`src/rtl/sysid_info_regs.sv`:
```
// System-identification register block on an Avalon-MM slave.
// Reads have a fixed 1-cycle latency. The uptime counter has a prescaler and a coherent LO/HI snapshot.
module sysid_info_regs #(
  parameter logic [31:0] SYSTEM_ID = 32'h5AA5_0391,
  parameter logic [31:0] TIMESTAMP = 32'd0,
  parameter int unsigned COUNTER_W = 64,
  parameter int unsigned PRESCALE  = 1
) (
  input  logic        clock,
  input  logic        reset_n,
  input  logic [2:0]  address,
  input  logic        chipselect,
  input  logic        read,
  input  logic        write,
  input  logic [31:0] writedata,
  input  logic [3:0]  byteenable,
  output logic [31:0] readdata,
  output logic        readdatavalid
);

  localparam logic [2:0] ADDR_ID      = 3'd0;
  localparam logic [2:0] ADDR_TSTAMP  = 3'd1;
  localparam logic [2:0] ADDR_SCRATCH = 3'd2;
  localparam logic [2:0] ADDR_UP_LO   = 3'd3;
  localparam logic [2:0] ADDR_UP_HI   = 3'd4;
  localparam logic [2:0] ADDR_CTRL    = 3'd5;
  localparam logic [2:0] ADDR_PRESC   = 3'd6;
  localparam logic [2:0] ADDR_CAPS    = 3'd7;

  localparam logic [15:0]          PRESC_LAST = 16'(PRESCALE - 1);
  localparam logic [31:0]          PRESC_WORD = 32'(PRESCALE);
  localparam logic [31:0]          CAPS_WORD  = {16'h0001, 8'h00, 8'(COUNTER_W)};
  localparam logic [COUNTER_W-1:0] CNT_ONE    = COUNTER_W'(1);

  if (COUNTER_W < 33 || COUNTER_W > 64) begin : g_bad_counter_w
    $error("sysid_info_regs: COUNTER_W must be in 33..64");
  end
  if (PRESCALE < 1 || PRESCALE > 65535) begin : g_bad_prescale
    $error("sysid_info_regs: PRESCALE must be in 1..65535");
  end

  logic [31:0]          r_readdata;
  logic                 r_readdatavalid;
  logic [31:0]          r_scratch;
  logic [31:0]          r_shadow;
  logic                 r_en;
  logic [COUNTER_W-1:0] r_counter;
  logic [15:0]          r_presc_cnt;

  logic        w_rd_accept;
  logic        w_wr_accept;
  logic        w_ctrl_wr;
  logic        w_clr;
  logic        w_tick;
  logic [31:0] w_cnt_hi;
  logic [31:0] w_rd_word;

  // A simultaneous read and write is treated as a write only.
  assign w_rd_accept = chipselect & read & ~write;
  assign w_wr_accept = chipselect & write;
  assign w_ctrl_wr   = w_wr_accept & (address == ADDR_CTRL) & byteenable[0];
  assign w_clr       = w_ctrl_wr & writedata[1];
  assign w_tick      = r_en & (r_presc_cnt == PRESC_LAST);
  assign w_cnt_hi    = 32'(r_counter[COUNTER_W-1:32]);

  // NOTE: every output of an always_comb gets a default first so no path leaves it unassigned (no latch).
  always_comb begin
    w_rd_word = '0;
    case (address)
      ADDR_ID:      w_rd_word = SYSTEM_ID;
      ADDR_TSTAMP:  w_rd_word = TIMESTAMP;
      ADDR_SCRATCH: w_rd_word = r_scratch;
      ADDR_UP_LO:   w_rd_word = r_counter[31:0];
      ADDR_UP_HI:   w_rd_word = r_shadow;
      ADDR_CTRL:    w_rd_word = {31'd0, r_en};
      ADDR_PRESC:   w_rd_word = PRESC_WORD;
      ADDR_CAPS:    w_rd_word = CAPS_WORD;
      default:      w_rd_word = '0;
    endcase
  end

  // NOTE: clocked state uses non-blocking assignments so every register samples pre-edge values.
  always_ff @(posedge clock or negedge reset_n) begin
    if (!reset_n) begin
      r_readdata      <= '0;
      r_readdatavalid <= 1'b0;
      r_shadow        <= '0;
    end else begin
      r_readdatavalid <= w_rd_accept;
      if (w_rd_accept) begin
        r_readdata <= w_rd_word;
        // The LO read latches the upper half of the same counter sample.
        if (address == ADDR_UP_LO) r_shadow <= w_cnt_hi;
      end
    end
  end

  always_ff @(posedge clock or negedge reset_n) begin
    if (!reset_n) begin
      r_scratch <= '0;
    end else if (w_wr_accept && address == ADDR_SCRATCH) begin
      for (int lane = 0; lane < 4; lane++) begin
        if (byteenable[lane]) r_scratch[8*lane +: 8] <= writedata[8*lane +: 8];
      end
    end
  end

  always_ff @(posedge clock or negedge reset_n) begin
    if (!reset_n) begin
      r_en <= 1'b1;
    end else if (w_ctrl_wr) begin
      r_en <= writedata[0];
    end
  end

  // CLR overrides a coincident tick; EN gates the prescaler and the counter.
  always_ff @(posedge clock or negedge reset_n) begin
    if (!reset_n) begin
      r_counter   <= '0;
      r_presc_cnt <= '0;
    end else if (w_clr) begin
      r_counter   <= '0;
      r_presc_cnt <= '0;
    end else if (w_tick) begin
      r_counter   <= r_counter + CNT_ONE;
      r_presc_cnt <= '0;
    end else if (r_en) begin
      r_presc_cnt <= r_presc_cnt + 16'd1;
    end
  end

  assign readdata      = r_readdata;
  assign readdatavalid = r_readdatavalid;

endmodule

```
`config.mk`:
```
export PLATFORM = sky130hd
export DESIGN_NAME = sysid_info_regs
export DESIGN_NICKNAME = d
export VERILOG_FILES = /design/src/rtl/sysid_info_regs.sv
export SDC_FILE = /design/constraint.sdc
export NUM_CORES = 1
export LEC_CHECK = 0
export ABC_CLOCK_PERIOD_IN_PS = 3900
export BUFFER_PORTS_ARGS = -buffer_cell sky130_fd_sc_hd__buf_2
export CORE_MARGIN = 3
export CORE_UTILIZATION = 30
export DETAILED_ROUTE_END_ITERATION = 16
export PLACE_DENSITY_LB_ADDON = 0.3
export SLEW_MARGIN = 40
export SYNTH_ARGS = -nofsm -noshare
export SYNTH_HDL_FRONTEND = slang
export SYNTH_SLANG_ARGS = --single-unit
```
`constraint.sdc`:
```
create_clock -name clock -period 3.9 [get_ports clock]
set_clock_uncertainty 0.05 [all_clocks]
set_input_delay 0.78 -clock clock [delete_from_list [all_inputs] [get_ports clock]]
set_output_delay 0.78 -clock clock [all_outputs]
set_load 0.02 [all_outputs]
```
-- After elaboration in Yosys (flattened, before gate mapping)
Index checks and enable logic that the tools add are counted.
- flip-flop bits (word level): 178
- bits of input ports: 44
- eq/ne operators: 7
- bitwise operators: 8
- add/sub/neg operators: 2
- reductions and logical operators: 10
- mux-type cells: 6
- operators with widths (kind ; count):
    32-bit case mux with 8 select lines ; 1
    64-bit 2-to-1 mux ; 2
    64-bit by 1-bit adder with 64-bit output, second input constant ; 1
    16-bit 2-to-1 mux ; 3
    16-bit by 1-bit adder with 16-bit output, second input constant ; 1
    16-bit zero test ; 1
    3-bit == test, second input constant ; 4
    2-bit AND reduction ; 5
    1-bit AND ; 7
    3-bit by 2-bit == test with 1-bit output, second input constant ; 2
    3-bit by 1-bit == test with 1-bit output, second input constant ; 1
    3-bit zero test ; 1
    3-bit nonzero test ; 1
    2-bit nonzero test ; 1
    1-bit logical AND ; 1
    1-bit NOT ; 1

-- Logic depth before layout (Yosys ltp)
Gate-level depths: netlist of run 1.
- word-level depth: 5
- mapped depth: 10
- depth with buffers taken out: 7

-- Least setup slack after synthesis of run 1
Ideal clock, no wire load.
- path type: in2reg
- start: input address[0]
- end: register r_counter[53]
- required time: 3.714 ns
- arrival: 2.401 ns
- library setup time: 0.136 ns
- buffers on the path: 1
- cell stages on the path: 6
- path slack: 1.313 ns
- cell sequence: clkbuf_1 > and4b_1 > nand4_1 > a2111oi_0 > a31o_2 > a21oi_1
- cells in the longest elaborated chain, start to end: 5
- elaborated cells between the ends (all ways): 6
- classes of those cells: eq/ne (1); mux (1); bitwise (3); reduce/logical (1)
- ends and longest elaborated chain (what ; RTL line ; RTL):
    from (decl) ; 11 ; input logic [2:0] address,
    3-bit == test (*) ; 61 ; assign w_ctrl_wr = w_wr_accept & (address == ADDR_CTRL) & byteenable[0];
    1-bit AND (*) (2 in series) ; 61 ;
    1-bit AND (*) ; 62 ; assign w_clr = w_ctrl_wr & writedata[1];
    64-bit 2-to-1 mux / 2-bit nonzero test (equally long branches) ; - ;
    to (signal assigned) ; 125 ; r_counter <= r_counter + CNT_ONE;
    to (decl) ; 47 ; logic [COUNTER_W-1:0] r_counter;
Mark *: on every way between the ends. The rest lies on a longest branch, timed or not.
A chain may end at the register's enable or synchronous reset.

-- Worst setup path in the final report of run 1
- start: register r_presc_cnt[0]
- end: register r_counter[37]
- cells in the longest elaborated chain, start to end: 3
- ends and longest elaborated chain (what ; RTL line ; RTL):
    from (decl) ; 48 ; logic [15:0] r_presc_cnt;
    from (signal assigned) ; 128 ; r_presc_cnt <= r_presc_cnt + 16'd1;
    16-bit zero test ; 63 ; assign w_tick = r_en & (r_presc_cnt == PRESC_LAST);
    1-bit AND ; 63 ;
    2-bit nonzero test (no source line) ; - ;
Every way passes these cells.

==> flow_summary_export.csv, run 1 <==
group,metric,value,unit
grt,grt_max_degree,81,
final_layout,drive_gt1_share,21.0,%
route,drc,0,
floorplanning,die_h,180,um
power,cellInternalPower,3640,uW
placed_design,hpwl,20.0,mm
min_path,min_path_type,"input pin to asynchronous set/reset pin",
final_layout,layout_common_cells,"dfrtp_1, nand2_1, nor2_1, buf_2, o21ai_0",
setup_path,path_class,"flip-flop to flip-flop",
placed_design,routabilityCongestion,0.894,
logic_synthesis,synth_edf_count,0,
logic_synthesis,synthesis.nets,963,
final_layout,nNetsFinal,1028,
logic_synthesis,yosysUniqueCellTypes,59,
floorplanning,dieArea,32500,sq um
setup_path,endpoint_kind,"flip-flop",
final_layout,antenna_cells,0,
timing,hold-worst-slack,0.298,ns
route,vias_per_cell,5.38,
setup_path,worst-path-max-fanout,13,
final_layout,register_area,4460,sq um
route,detail_route.iter0.violations,737,
timing,final_max_slew_viol_count,0,
grt,gr-total-overflow,0,
timing,fin_setup_tns,0,ns
route,wire_per_inst,19.7,um
power,swShare,33.6,%
clock_tree,post_cts_buffers,0,
timing,rsz0062_at_grt,"false",
grt,antenna_found_initial,2,
logic_synthesis,synth_area,9100,sq um
logic_synthesis,seq_area_frac_synth,48.9,%
final_layout,multi_input_area,4360,sq um
route,vias,7452,
clock_tree,cts.sinks,178,
power,p_leak,0.00439,uW
final_layout,fillerInstances,3037,
timing,fin_crit_sh,71.4,%
power,peakVddDrop,0.000323,V
power,combPwrFrac,18.7,%
floorplanning,start_util,30.6,%
power,cellPowerDensity,520,nW/um^2
floorplanning,coreArea,29800,sq um
route,drt_wl_total,27.3,mm
setup_path,start_kind,"flip-flop",
clock_tree,cts_tree,"done",
logic_synthesis,synth_async_sr_flop_share,100,%
floorplanning,die_w,180,um
timing,period_minus_slack,2.79,ns
floorplanning,ios,77,
clock_tree,htree_levels,4,
power,p_total,5480,uW
power,clockPowerShare,33.4,%
timing,setup_violations,0,
clock_tree,cts_buffer_depth,2,
timing,hold_viol_final,0,
grt,gr-usage-all-layers,17.0,%
placed_design,place.port_buffers,76,
route,first_pass_iters,5,
grt,grt_pass1_wl,43.7,mm
timing,max_freq,359,MHz
grt,first_global_vias,7404,
logic_synthesis,synth_cells,916,
clock_tree,cts-resized-gates,0,
clock_tree,cts_inserted_buffers,17,
route,antenna_left,0,
clock_tree,clk_pin_slew,0.07,ns
run_status,status,"completed",
clock_tree,clock_latency,0.44,ns
logic_synthesis,synth_flop_cell,"dfrtp_1",
clock_tree,cts_hold_buffers,0,
power,p_switching,1840,uW
power,seq_power_share,47.9,%
logic_synthesis,yosysWarnings,0,
timing,slew_headroom,44.7,%
final_layout,layout_commonest_cell,"dfrtp_1",
timing,max_slew.worst_pin.slew,0.818,ns
run,maxCapViolations,0,
clock_tree,root_buffer,"clkbuf_16",
floorplanning,rows,63,
logic_synthesis,ys_ff_latch,178,
setup_path,cp_data_required_time,4.22,ns
setup_path,crit_arrival,3.10,ns
final_layout,area_growth,15.7,%
logic_synthesis,avgSynthCellArea,9.94,sq um
[logic make-up (layout without fill, tap and decap cells)]
group                    Yosys count  in the layout  synth area share (%)
multiplexers                      89             89                  10.6
AO/OA/AOI/OAI                    163            163                  10.6
AND/OR/NAND/NOR                  379            379                  22.1
buffers and inverters             65            143                  3.60
adder cells (fa/ha/maj)            3              3                 0.412
XOR/XNOR                          39             39                  3.75
flip-flops                       178            178                  48.9
[final timing paths]
path                                     start             to  slack [ns]  depth (start not counted)
worst max-delay path            r_presc_cnt[0]  r_counter[37]        1.11                          7
worst min-delay path                   reset_n  r_counter[58]        0.30                          1
worst max register to register  r_presc_cnt[0]  r_counter[37]        1.11                          7
worst min register to register    readdata[22]   readdata[22]        0.43                          2
max in group asynchronous              reset_n           r_en        2.63                          2
min in group clock                readdata[22]   readdata[22]        0.43                          2
[flip-flops by register name, indices dropped and copies added, names as in the netlist]
| name | count |
|---|---|
| r_presc_cnt | 16 |
| r_scratch | 32 |
| r_counter | 64 |
| r_shadow | 32 |
| r_en | 1 |
| readdata | 32 |
| readdatavalid | 1 |
[worst max-delay path, stage by stage, from the launching register on]
cell,delay [ns]
dfrtp_1,0.39
inv_1,0.09
ha_1,0.14
nor4b_1,0.36
and4_1,0.61
nand4_1,0.44
or3_1,0.48
a21oi_1,0.15
[layer usage]
layer / vias to the layer above / GRT usage [%] / part of all wire, %
li1: 3485 / - / -
met1: 3692 / 24.7 / 48
met2: 226 / 25.4 / 45
met3: 45 / 3.77 / 5.1
met4: 4 / 5.28 / 2.2
met5: - / 0 / 0.095
[through the flow]
step,cell area [sq um],util (%),cells,worst slack (ns)
floorplan,9100,-,916,1.31
global route,10500,35.3,1384,0.809
global placement,9890,33.2,1352,0.988
finish,10500,35.3,1384,1.11
detailed placement,9900,33.2,1352,1.01
CTS,10500,35.3,1384,1.07
[power by group through the flow]
stage | Clock (uW) | Combinational [uW] | Sequential [uW]
floorplan | 0 | 722 | 2510
global placement | 0 | 1010 | 2640
detailed placement | 0 | 1020 | 2650
CTS | 1860 | 1030 | 2610
global route | 1950 | 1150 | 2670
finish | 1830 | 1020 | 2620
[Yosys cell counts (11+ instances only)]
cell type / instances / area, sq um
dfrtp_1: 177 / 4430
and3_1: 15 / 93.8
nor3_1: 15 / 75.1
or3_1: 23 / 144
a21oi_1: 56 / 280
xor2_1: 25 / 219
clkbuf_1: 31 / 116
o22a_1: 11 / 96.3
nor2_1: 75 / 282
nor4_1: 24 / 150
nand2_1: 87 / 327
nand4_1: 46 / 288
and4_1: 18 / 158
nand3_1: 37 / 185
mux2i_1: 31 / 310
inv_1: 14 / 52.6
mux2_2: 58 / 653
o21ai_0: 62 / 310
xnor2_1: 14 / 123
[final cells by class]
type,instances,share of cell area (%)
inverter,15,0.535
clock buffer,19,4.30
clock inverter,13,1.60
tap,390,4.63
timing repair buffer,96,5.24
multi-input combinational,673,41.4
sequential,178,42.3
No activity file was read; power rests on OpenSTA's default activity.
==> run 2, diff against run 1 <==
Settings changed: ABC_CLOCK_PERIOD_IN_PS 3900 to 2400.
Clock period 3.9 ns to 2.4 ns, I/O delays scaled along.
==> flow_summary_export.csv, run 2 (synthesis results as in run 1) <==
group,metric,value,unit
min_path,min_path_type,"input pin to flip-flop",
run,maxCapViolations,0,
setup_path,worst-path-max-fanout,7,
clock_tree,clk_pin_slew,0.08,ns
timing,hold_viol_final,0,
final_layout,multi_input_area,4380,sq um
floorplanning,die_w,180,um
final_layout,nNetsFinal,1113,
grt,gr-total-overflow,0,
power,peakVddDrop,0.000538,V
final_layout,layout_commonest_cell,"dfrtp_1",
timing,fin_crit_sh,96.4,%
grt,gr-usage-all-layers,18.0,%
setup_path,crit_slowest_cell,"or4_1",
setup_path,endpoint_kind,"flip-flop",
timing,rsz0062_at_grt,"true",
timing,final_max_slew_viol_count,0,
setup_path,crit_family,"simple AND/OR/NAND/NOR gates",
route,drt_wl_total,29.1,mm
grt,grt_pass1_wl,46.0,mm
final_layout,largest_reg_flops,64,
setup_path,critPathMaxStageDelay,0.68,ns
timing,slew_headroom,63.4,%
grt,antenna_found_initial,0,
power,p_total,9150,uW
setup_path,crit_cells,6,
route,drc,0,
run_status,status,"completed",
placed_design,routabilityCongestion,0.927,
final_layout,fillerInstances,2978,
floorplanning,ios,77,
final_layout,fin_util,37.5,%
final_layout,antenna_cells,0,
clock_tree,cts.sinks,178,
clock_tree,clock_latency,0.44,ns
setup_path,cp-startpoint,"r_counter[21]",
route,vias_per_cell,5.28,
final_layout,register_area,4460,sq um
final_layout,regMostFlops,"r_counter",
floorplanning,dieArea,32500,sq um
route,vias,7763,
floorplanning,start_util,30.6,%
clock_tree,cts_buffer_depth,2,
clock_tree,cts_tree,"done",
setup_path,endpoint,"r_counter[62]",
placed_design,place.port_buffers,76,
final_layout,area_growth,22.9,%
floorplanning,die_h,180,um
route,antenna_left,0,
timing,max_slew.worst_pin.slew,0.545,ns
timing,setup_violations,0,
timing,max_freq,432,MHz
power,p_leak,0.00480,uW
setup_path,crit_arrival,2.58,ns
setup_path,crit_buf_inv,1,
route,wire_per_inst,19.8,um
setup_path,cp_data_required_time,2.67,ns
setup_path,start_kind,"flip-flop",
grt,grt_max_degree,59,
setup_path,timing.rr.end,"r_counter[62]",
route,first_pass_iters,5,
floorplanning,coreArea,29800,sq um
timing,period_minus_slack,2.31,ns
grt,first_global_vias,7695,
clock_tree,post_cts_buffers,0,
clock_tree,htree_levels,4,
final_layout,layout_common_cells,"dfrtp_1, buf_4, nand2_1",
placed_design,hpwl,22.1,mm
setup_path,reg2reg_from,"r_counter[21]",
final_layout,drive_gt1_share,27.3,%
clock_tree,root_buffer,"clkbuf_16",
timing,worst_slack,0.0874,ns
placed_design,pre_cts_ws,-0.0123,ns
floorplanning,rows,63,
setup_path,path_cells,"nand2_1 -> or4_1 -> nor4_2 -> buf_4 -> a31o_2 -> a21oi_1",
min_path,min_delay_path_depth,2,
setup_path,r2r_cells,6,
timing,fin_setup_tns,0,ns
power,cellPowerDensity,818,nW/um^2
setup_path,path_class,"flip-flop to flip-flop",
clock_tree,cts_inserted_buffers,17,
route,detail_route.iter0.violations,531,
setup_path,rrSetupSlack,0.09,ns
-- run 2: layer usage --
layer	routed length, um	track usage, %	share of wire [%]
met1	13900	25.8	48
met2	13400	28.3	46
met3	1370	3.29	4.7
met4	432	4.33	1.5
met5	0	0	0
-- run 2: cell type report --
cell class	count	area share, %
clock inverter	14	1.50
multi-input combinational	673	39.2
timing repair buffer	181	10.7
tap	390	4.36
inverter	15	0.503
sequential	178	39.8
clock buffer	18	3.93
-- run 2: what timing repair did --
item | CTS | global route
hold buffers | 1 | 0
pin swaps | 0 | 2
gates resized for setup | 2 | 6
setup endpoints to repair | 2 | 9
hold endpoints to repair | 22 | 0
-- run 2: worst min path at each step --
stage                      start             to
global placement         reset_n  r_counter[47]
CTS                 writedata[4]   r_scratch[4]
finish              writedata[4]   r_scratch[4]
detailed placement       reset_n  r_counter[47]
global route        writedata[4]   r_scratch[4]
floorplan                reset_n   r_counter[0]
-- run 2: per-stage QoR --
stage	std cells	instance area, sq um	hold slack, ns
after floorplan	916	9100	0.134
after global placement	1434	10500	0.337
after detailed placement	1436	10500	0.338
after CTS	1469	11200	0.200
after global routing	1469	11200	0.202
final	1469	11200	0.217
-- run 2: power breakdown --
part	switching [uW]	internal, uW	total [uW]	leakage, uW
clock network	1370	1510	2880	0.000286
registers	503	3560	4060	0.00214
logic	1240	962	2200	0.00238
